$ cat config.mk
export PLATFORM = sky130hd
export DESIGN_NAME = vga_fill_flat
export DESIGN_NICKNAME = d
export VERILOG_FILES = /design/src/rtl/vga_fill_if.sv /design/src/rtl/vga_fill.sv /design/src/flat_wrapper.sv
export SDC_FILE = /design/constraint.sdc
export NUM_CORES = 1
export LEC_CHECK = 0
export ABC_CLOCK_PERIOD_IN_PS = 2400
export CELL_PAD_IN_SITES_DETAIL_PLACEMENT = 1
export CELL_PAD_IN_SITES_GLOBAL_PLACEMENT = 2
export CORE_UTILIZATION = 32
export DETAILED_ROUTE_END_ITERATION = 8
export PLACE_DENSITY = 0.85
export SLEW_MARGIN = 20
export SYNTH_ARGS = -nofsm -noshare
export SYNTH_HDL_FRONTEND = slang
export SYNTH_SLANG_ARGS = --single-unit
$ cat constraint.sdc
create_clock -name clock -period 2.4 [get_ports clock]
set_input_delay 0.24 -clock clock [delete_from_list [all_inputs] [get_ports clock]]
set_output_delay 0.24 -clock clock [all_outputs]
set_load 0.005 [all_outputs]
$ cat src/rtl/vga_fill_if.sv
// rtl/vga_fill_if.sv - command and pixel-output bundle for vga_fill; out_stall exists only with VGA_FILL_STALL_EN
interface vga_fill_if #(
  parameter int X_W      = 8,
  parameter int Y_W      = 7,
  parameter int COLOUR_W = 3
);
  logic                cmd_valid;
  logic                cmd_ready;
  logic [1:0]          cmd_mode;
  logic [X_W-1:0]      cmd_x0;
  logic [X_W-1:0]      cmd_x1;
  logic [Y_W-1:0]      cmd_y0;
  logic [Y_W-1:0]      cmd_y1;
  logic [COLOUR_W-1:0] cmd_colour;
  logic                busy;
  logic                done;
  logic [X_W-1:0]      out_x;
  logic [Y_W-1:0]      out_y;
  logic [COLOUR_W-1:0] out_colour;
  logic                out_plot;
`ifdef VGA_FILL_STALL_EN
  logic                out_stall;
`endif

  // Command source and pixel sink side.
  modport master (
    output cmd_valid, cmd_mode, cmd_x0, cmd_x1, cmd_y0, cmd_y1, cmd_colour,
`ifdef VGA_FILL_STALL_EN
    output out_stall,
`endif
    input  cmd_ready, busy, done, out_x, out_y, out_colour, out_plot
  );

  // Draw engine side.
  modport slave (
    input  cmd_valid, cmd_mode, cmd_x0, cmd_x1, cmd_y0, cmd_y1, cmd_colour,
`ifdef VGA_FILL_STALL_EN
    input  out_stall,
`endif
    output cmd_ready, busy, done, out_x, out_y, out_colour, out_plot
  );
endinterface

$ cat src/rtl/vga_fill.sv
// rtl/vga_fill.sv - raster draw engine (pixel/rect/clear) feeding a VGA adapter; optional out_stall via VGA_FILL_STALL_EN
module vga_fill #(
  parameter int X_W      = 8,
  parameter int Y_W      = 7,
  parameter int COLOUR_W = 3,
  parameter int SCREEN_W = 160,
  parameter int SCREEN_H = 120
) (
  input logic       clock,
  input logic       reset,
  vga_fill_if.slave bus
);

  localparam logic [1:0] IDLE = 2'd0;
  localparam logic [1:0] DRAW = 2'd1;
  localparam logic [1:0] FIN  = 2'd2;

  localparam logic [1:0] MODE_PIXEL = 2'b00;
  localparam logic [1:0] MODE_RECT  = 2'b01;
  localparam logic [1:0] MODE_CLEAR = 2'b10;

  // Last visible column/row, held one bit wider than the coordinates so
  // clipping compares never wrap.
  localparam int XL = SCREEN_W - 1;
  localparam int YL = SCREEN_H - 1;
  localparam logic [X_W:0] X_LAST = XL[X_W:0];
  localparam logic [Y_W:0] Y_LAST = YL[Y_W:0];

  logic [1:0]          state;
  logic [X_W:0]        x_cnt;
  logic [Y_W:0]        y_cnt;
  logic [X_W:0]        xmin_q;
  logic [X_W:0]        xmax_q;
  logic [Y_W:0]        ymax_q;
  logic [COLOUR_W-1:0] colour_q;
  logic                last_q;
  logic [X_W-1:0]      x_q;
  logic [Y_W-1:0]      y_q;
  logic [COLOUR_W-1:0] c_q;
  logic                plot_q;
  logic                done_q;
  logic                stall;

  logic [X_W:0] ax0;
  logic [X_W:0] ax1;
  logic [Y_W:0] ay0;
  logic [Y_W:0] ay1;
  logic [X_W:0] n_xmin;
  logic [X_W:0] n_xmax;
  logic [Y_W:0] n_ymin;
  logic [Y_W:0] n_ymax;
  logic         n_noop;
  logic         n_empty;
  logic         accept;

`ifdef VGA_FILL_STALL_EN
  assign stall = bus.out_stall;
`else
  assign stall = 1'b0;
`endif

  assign accept = (state == IDLE) && bus.cmd_valid;

  assign ax0 = {1'b0, bus.cmd_x0};
  assign ax1 = {1'b0, bus.cmd_x1};
  assign ay0 = {1'b0, bus.cmd_y0};
  assign ay1 = {1'b0, bus.cmd_y1};

  // Normalise the incoming command into an ordered, clipped scan window.
  always_comb begin
    n_xmin = '0;
    n_xmax = '0;
    n_ymin = '0;
    n_ymax = '0;
    n_noop = 1'b0;
    case (bus.cmd_mode)
      MODE_PIXEL: begin
        n_xmin = ax0;
        n_xmax = ax0;
        n_ymin = ay0;
        n_ymax = ay0;
      end
      MODE_RECT: begin
        n_xmin = (ax0 < ax1) ? ax0 : ax1;
        n_xmax = (ax0 < ax1) ? ax1 : ax0;
        n_ymin = (ay0 < ay1) ? ay0 : ay1;
        n_ymax = (ay0 < ay1) ? ay1 : ay0;
      end
      MODE_CLEAR: begin
        n_xmax = X_LAST;
        n_ymax = Y_LAST;
      end
      default: n_noop = 1'b1;
    endcase
    if (n_xmax > X_LAST) n_xmax = X_LAST;
    if (n_ymax > Y_LAST) n_ymax = Y_LAST;
    n_empty = n_noop || (n_xmin > X_LAST) || (n_ymin > Y_LAST);
  end

  // Command FSM, scan counters and registered pixel outputs. An empty
  // command enters DRAW with last_q already set, so it reaches FIN one
  // cycle later without plotting and done lands the cycle after acceptance.
  always_ff @(posedge clock or negedge reset) begin
    if (!reset) begin
      state    <= IDLE;
      x_cnt    <= '0;
      y_cnt    <= '0;
      xmin_q   <= '0;
      xmax_q   <= '0;
      ymax_q   <= '0;
      colour_q <= '0;
      last_q   <= 1'b0;
      x_q      <= '0;
      y_q      <= '0;
      c_q      <= '0;
      plot_q   <= 1'b0;
      done_q   <= 1'b0;
    end else begin
      case (state)
        IDLE: begin
          plot_q <= 1'b0;
          done_q <= 1'b0;
          if (accept) begin
            x_cnt    <= n_xmin;
            y_cnt    <= n_ymin;
            xmin_q   <= n_xmin;
            xmax_q   <= n_xmax;
            ymax_q   <= n_ymax;
            colour_q <= bus.cmd_colour;
            last_q   <= n_empty;
            state    <= DRAW;
          end
        end
        DRAW: begin
          if (last_q) begin
            plot_q <= 1'b0;
            done_q <= 1'b1;
            last_q <= 1'b0;
            state  <= FIN;
          end else if (stall) begin
            plot_q <= 1'b0;
          end else begin
            x_q    <= x_cnt[X_W-1:0];
            y_q    <= y_cnt[Y_W-1:0];
            c_q    <= colour_q;
            plot_q <= 1'b1;
            if (x_cnt == xmax_q) begin
              x_cnt <= xmin_q;
              y_cnt <= y_cnt + 1'b1;
              if (y_cnt == ymax_q) last_q <= 1'b1;
            end else begin
              x_cnt <= x_cnt + 1'b1;
            end
          end
        end
        FIN: begin
          plot_q <= 1'b0;
          done_q <= 1'b0;
          state  <= IDLE;
        end
        default: begin
          plot_q <= 1'b0;
          done_q <= 1'b0;
          state  <= IDLE;
        end
      endcase
    end
  end

  assign bus.cmd_ready  = (state == IDLE);
  assign bus.busy       = (state != IDLE);
  assign bus.done       = done_q;
  assign bus.out_x      = x_q;
  assign bus.out_y      = y_q;
  assign bus.out_colour = c_q;
  assign bus.out_plot   = plot_q;

endmodule

$ cat src/flat_wrapper.sv
// flat-port wrapper written by rule: the top's interface ports become plain ports
module vga_fill_flat 
#(
  parameter int X_W      = 8,
  parameter int Y_W      = 7,
  parameter int COLOUR_W = 3,
  parameter int SCREEN_W = 160,
  parameter int SCREEN_H = 120
)
  (clock, reset, bus_cmd_valid, bus_cmd_mode, bus_cmd_x0, bus_cmd_x1, bus_cmd_y0, bus_cmd_y1, bus_cmd_colour, bus_cmd_ready, bus_busy, bus_done, bus_out_x, bus_out_y, bus_out_colour, bus_out_plot);
  vga_fill_if #(.X_W(X_W), .Y_W(Y_W), .COLOUR_W(COLOUR_W)) bus_i ();
  input logic clock;
  input logic reset;
  input wire logic [$bits(bus_i.cmd_valid)-1:0] bus_cmd_valid;
  input wire logic [$bits(bus_i.cmd_mode)-1:0] bus_cmd_mode;
  input wire logic [$bits(bus_i.cmd_x0)-1:0] bus_cmd_x0;
  input wire logic [$bits(bus_i.cmd_x1)-1:0] bus_cmd_x1;
  input wire logic [$bits(bus_i.cmd_y0)-1:0] bus_cmd_y0;
  input wire logic [$bits(bus_i.cmd_y1)-1:0] bus_cmd_y1;
  input wire logic [$bits(bus_i.cmd_colour)-1:0] bus_cmd_colour;
  output wire logic [$bits(bus_i.cmd_ready)-1:0] bus_cmd_ready;
  output wire logic [$bits(bus_i.busy)-1:0] bus_busy;
  output wire logic [$bits(bus_i.done)-1:0] bus_done;
  output wire logic [$bits(bus_i.out_x)-1:0] bus_out_x;
  output wire logic [$bits(bus_i.out_y)-1:0] bus_out_y;
  output wire logic [$bits(bus_i.out_colour)-1:0] bus_out_colour;
  output wire logic [$bits(bus_i.out_plot)-1:0] bus_out_plot;
  assign bus_i.cmd_valid = bus_cmd_valid;
  assign bus_i.cmd_mode = bus_cmd_mode;
  assign bus_i.cmd_x0 = bus_cmd_x0;
  assign bus_i.cmd_x1 = bus_cmd_x1;
  assign bus_i.cmd_y0 = bus_cmd_y0;
  assign bus_i.cmd_y1 = bus_cmd_y1;
  assign bus_i.cmd_colour = bus_cmd_colour;
  assign bus_cmd_ready = bus_i.cmd_ready;
  assign bus_busy = bus_i.busy;
  assign bus_done = bus_i.done;
  assign bus_out_x = bus_i.out_x;
  assign bus_out_y = bus_i.out_y;
  assign bus_out_colour = bus_i.out_colour;
  assign bus_out_plot = bus_i.out_plot;
  vga_fill #(.X_W(X_W), .Y_W(Y_W), .COLOUR_W(COLOUR_W), .SCREEN_W(SCREEN_W), .SCREEN_H(SCREEN_H)) u_core (.clock(clock), .reset(reset), .bus(bus_i));
endmodule
==> impl_results.rst <==
.. list-table::
   :header-rows: 1

   * - Metric
     - Value
   * - Result of the run
     - complete, no violations
   * - DRT iter0 DRCs
     - between 150 and 200
   * - Netlist Area Pre-Place
     - between 3000 and 4000 um2
   * - CTS tree
     - done
   * - Num ports
     - 60
   * - Synth Instances
     - just under 500
   * - Via count
     - roughly 3.9k
   * - Simple-gate area share of the yosys netlist
     - about 23%
   * - Largest net degree at the start of global routing
     - 28
   * - H-tree levels
     - 3
   * - Startpoint type of the worst setup path
     - input port
   * - Post-layout min period
     - between 2 and 2.5 ns
   * - First-pass iteration count of the detailed router
     - 4
   * - Count of distinct cell types in the synthesized netlist
     - 55
   * - Total inserted antenna cells
     - 0
   * - Global router's overall resource usage
     - between 20% and 30%
   * - Biggest fanout along the worst timing path
     - 5
   * - Crit path cell chain
     - clkdlybuf4s50_1, nand2b_4, a211o_1, a211oi_4, and3_1, o21bai_1, or4_4, a31oi_1
   * - Least-Margin Pin Slew
     - between 0.6 and 0.7 ns
   * - Hold path startpoint
     - bus_cmd_x1[1]
   * - Antenna violation net count after detailed routing
     - 0
   * - Reg-to-reg endpoint
     - u_core.y_cnt[6]$_DFFE_PN0P_
   * - WL final
     - approximately 12000 um
   * - Final number of max-transition violations
     - 0
   * - Data required time at the worst endpoint
     - about 2.6 ns
   * - CTS sink count
     - 66
   * - Async set-reset flop share out of synthesis
     - 100.0%
   * - Crit. End Element
     - flip-flop
   * - Period utilisation layout
     - between 90% and 100%
   * - Total half-perimeter wirelength after legalization and detailed placement
     - 9163 um
   * - Parity-gate share of the synthesized area counting xor and xnor cells
     - about 4.2%
   * - Fraction of the mapped netlist area in adder cells
     - about 4.7%
   * - Ys Warns
     - 0
   * - Post-route worst setup slack
     - about 0.038 ns
   * - Synth Net Count
     - ~540
   * - Synth Flop Type
     - sky130_fd_sc_hd__dfrtp_1
   * - Mean instance size in the synthesized netlist
     - slightly above 8 um2
   * - Area of the placeable core
     - roughly 12000 um2
   * - R2r setup slk
     - around 0.15 ns
   * - Mux contribution to synthesized area
     - ~1.8%
   * - Starting utilization of the core area
     - roughly a third
   * - Arrival time of data at the critical path endpoint
     - around 2.6 ns
   * - Post-synth top area cell
     - sky130_fd_sc_hd__dfrtp_1
   * - Worst supply voltage drop on vdd
     - between 0.4 and 0.5 mV
   * - Portion of synthesized cell area occupied by the leading cell type
     - about two fifths
   * - Wire length of the first global-routing pass
     - about 20000 um
   * - Max_slew headroom
     - 59.83%
   * - Overall overflow remaining after global route
     - 0
   * - Row count
     - 40
   * - Worst setup startpoint
     - bus_cmd_y0[0]
   * - Max incr delay on CP
     - a little under 0.6 ns
   * - Final hold violation count
     - 0
   * - Syn-to-layout area delta
     - 49.48%
   * - Wirelength per Cell
     - between 15 and 20 um
   * - Max Fclk
     - between 400 and 500 MHz
   * - Reg2Reg Launch Point
     - u_core.x_cnt[5]$_DFFE_PN0P_
   * - Overall power after layout
     - slightly above 6 mW
   * - Y dimension of the die
     - around 110 um
   * - Pwr Density
     - 1015 nW/um2
   * - Compound-cell area share of the yosys netlist
     - 20.23%
   * - Number of flip-flops and latches in the synthesized netlist
     - 66
   * - Post-synth EDFFs
     - 0
   * - Final clock skew
     - roughly 0.0047 ns
   * - Worst min-delay path class
     - in -> reg
   * - Dominant combinational cell family by area after synthesis
     - simple AND/OR/NAND/NOR gates
   * - Share of layout cells above drive strength 1
     - between 20% and 30%
   * - Worst setup path category
     - in -> reg
   * - Library cell used as clock root buffer
     - sky130_fd_sc_hd__clkbuf_16
   * - Cell depth of the worst flop-to-flop path
     - 8
   * - Die area
     - ~13000 um2
   * - Total negative setup slack
     - 0 ns
   * - Leading post-synthesis cells by cell area
     - sky130_fd_sc_hd__dfrtp_1 (41%), sky130_fd_sc_hd__nand2_1 (9.2%), sky130_fd_sc_hd__a21oi_1 (5.3%)
   * - Part of the Yosys area used for sequential elements
     - between 40% and 50%
   * - Max Root-Sink Buffers
     - 2
   * - Leakage power figure
     - around 2.8 nW
   * - Port Buf Inserts
     - between 50 and 60
   * - Post-layout net count
     - approximately 670
   * - Hold-critical path depth
     - 4
   * - Number of CTS-inserted buffers
     - 9
   * - Hold-critical path endpoint
     - u_core.xmin_q[1]$_DFFE_PN0P_
   * - Number of antenna violations at the first check in global routing
     - 0
   * - Via count of the first global-routing pass
     - between 4k and 5k
   * - Pre-CTS setup slack
     - -0.4659 ns
   * - Horizontal die dimension
     - between 100 and 150 um
   * - Setup violators final
     - 0
   * - Worst skew pair latency
     - 0.33 ns
   * - Final estimated routing congestion in global placement
     - a little over 0.8
   * - DRC
     - 0
   * - Cell type of the slowest stage on the worst timing path
     - sky130_fd_sc_hd__or4_4
   * - Mean number of vias per cell
     - roughly 5
   * - Max-cap violations
     - 0
   * - Clk slew on worst S/H paths
     - around 0.05 ns
-- cell usage after synthesis, types with 2 or more instances --
cell	instances
sky130_fd_sc_hd__a221oi_1	2
sky130_fd_sc_hd__and3_1	6
sky130_fd_sc_hd__nor2_1	45
sky130_fd_sc_hd__xor2_1	3
sky130_fd_sc_hd__a32oi_1	2
sky130_fd_sc_hd__nand2b_1	5
sky130_fd_sc_hd__inv_1	22
sky130_fd_sc_hd__nand3b_1	4
sky130_fd_sc_hd__and2_1	2
sky130_fd_sc_hd__o21bai_1	2
sky130_fd_sc_hd__mux2_2	2
sky130_fd_sc_hd__buf_2	4
sky130_fd_sc_hd__o21ai_0	31
sky130_fd_sc_hd__o22ai_1	5
sky130_fd_sc_hd__or4_1	3
sky130_fd_sc_hd__or2_2	4
sky130_fd_sc_hd__a221o_1	5
sky130_fd_sc_hd__nand2_1	98
sky130_fd_sc_hd__mux2i_1	5
sky130_fd_sc_hd__a21oi_1	42
sky130_fd_sc_hd__ha_1	15
sky130_fd_sc_hd__dfrtp_1	66
sky130_fd_sc_hd__o31ai_1	5
sky130_fd_sc_hd__a211oi_1	5
sky130_fd_sc_hd__o21a_1	2
sky130_fd_sc_hd__nand4_1	6
sky130_fd_sc_hd__a31oi_1	3
sky130_fd_sc_hd__a2bb2oi_1	2
sky130_fd_sc_hd__xnor2_1	16
sky130_fd_sc_hd__nor3_1	7
sky130_fd_sc_hd__clkbuf_1	19
sky130_fd_sc_hd__nand3_1	13
sky130_fd_sc_hd__o211ai_1	3
sky130_fd_sc_hd__a21o_1	7
-- final cells by class --
cell class / count / area, um2
Clock inverter: 5 / 52.55
Clock buffer: 11 / 252.7
Fill cell: 1417 / 6108
Sequential cell: 66 / 1652
Tap cell: 168 / 210.2
Multi-Input combinational cell: 367 / 2405
Inverter: 24 / 90.09
Timing Repair Buffer: 146 / 1291
-- placed cells by master, fill, tap and decap left out, drive strengths merged, types with 5 or more instances in the layout --
master,count
dfrtp,66
a21o,7
o31ai,6
nor2,45
nand2b,6
ha,15
dlymetal6s2s,12
nand4,6
o21ai,33
mux2i,5
a221o,5
o22ai,5
clkdlybuf4s50,43
a21oi,42
and3,6
nand3,13
inv,23
nand2,98
a211oi,6
nor3,7
clkbuf,11
buf,87
xnor2,16
-- layer usage --
layer / wire, um / track usage [%] / vias to the layer above
li1: - / - / 1937
met1: 6050 / 27.33 / 1905
met2: 5794 / 31.99 / 78
met3: 409 / 3.507 / 13
met4: 199 / 6.930 / 0
met5: 0 / 0 / -
-- cell families after synthesis --
kind of cell               after synthesis
and+or+nand+nor                        200
AOI/OAI and AO/OA                      126
DFF                                     66
buffers and inverters                   49
xor gates and xnor gates                19
adders and majority gates               15
muxes                                    7
-- state kept, by name, indices dropped and copies added, names as in the netlist --
name / flops
u_core.colour_q: 3
u_core.xmax_q: 8
u_core.bus.out_x: 8
u_core.y_cnt: 8
u_core.bus.out_y: 7
u_core.bus.out_colour: 3
u_core.x_cnt: 9
u_core.bus.done: 1
u_core.ymax_q: 7
u_core.bus.out_plot: 1
u_core.last_q: 1
u_core.state: 2
u_core.xmin_q: 8
-- power breakdown --
| part | switching (mW) | internal [mW] |
|---|---|---|
| combinational | 1.45 | 1.31 |
| clock | 0.468 | 0.854 |
| sequential | 0.374 | 1.59 |
| total | 2.29 | 3.75 |
-- worst max-delay path: cells and delay by family --
family	cells	cell delay [ns]
compound gates	4	0.97
buf+inv	1	0.43
simple gates	3	0.97
-- worst max-delay path by stage --
stage	endpoint	slack, ns	cells past startpoint
after global routing	u_core.x_cnt[0]$_DFFE_PN0P_	-0.05	10
final	u_core.ymax_q[1]$_DFFE_PN0P_	0.04	8
after detailed placement	u_core.x_cnt[6]$_DFFE_PN0P_	-0.47	10
after CTS	u_core.ymax_q[0]$_DFFE_PN0P_	0.002	12
after global placement	u_core.x_cnt[6]$_DFFE_PN0P_	-0.43	10
after floorplan	u_core.x_cnt[6]$_DFFE_PN0P_	0.17	10
-- through the flow --
step                      util (%)  hold slack (ns)  cells  area, um2
final                        49.36           0.4039    787       5953
after global routing         49.36           0.4293    787       5953
after detailed placement     43.68           0.2874    764       5269
after CTS                    47.03           0.4425    784       5673
after global placement       43.68           0.2815    764       5269
after floorplan                  -         -0.05559    482       3983
-- repair_timing --
item / in CTS / in global routing
endpoints found under the setup margin: 18 / 31
pin swaps: 9 / 18
resized for setup: 19 / 52
setup buffers: 3 / 5
cloned: 0 / 0
hold buffers: 1 / 0
hold endpoints to repair: 24 / 0
Note: power is estimated with default switching activity, not from simulation.
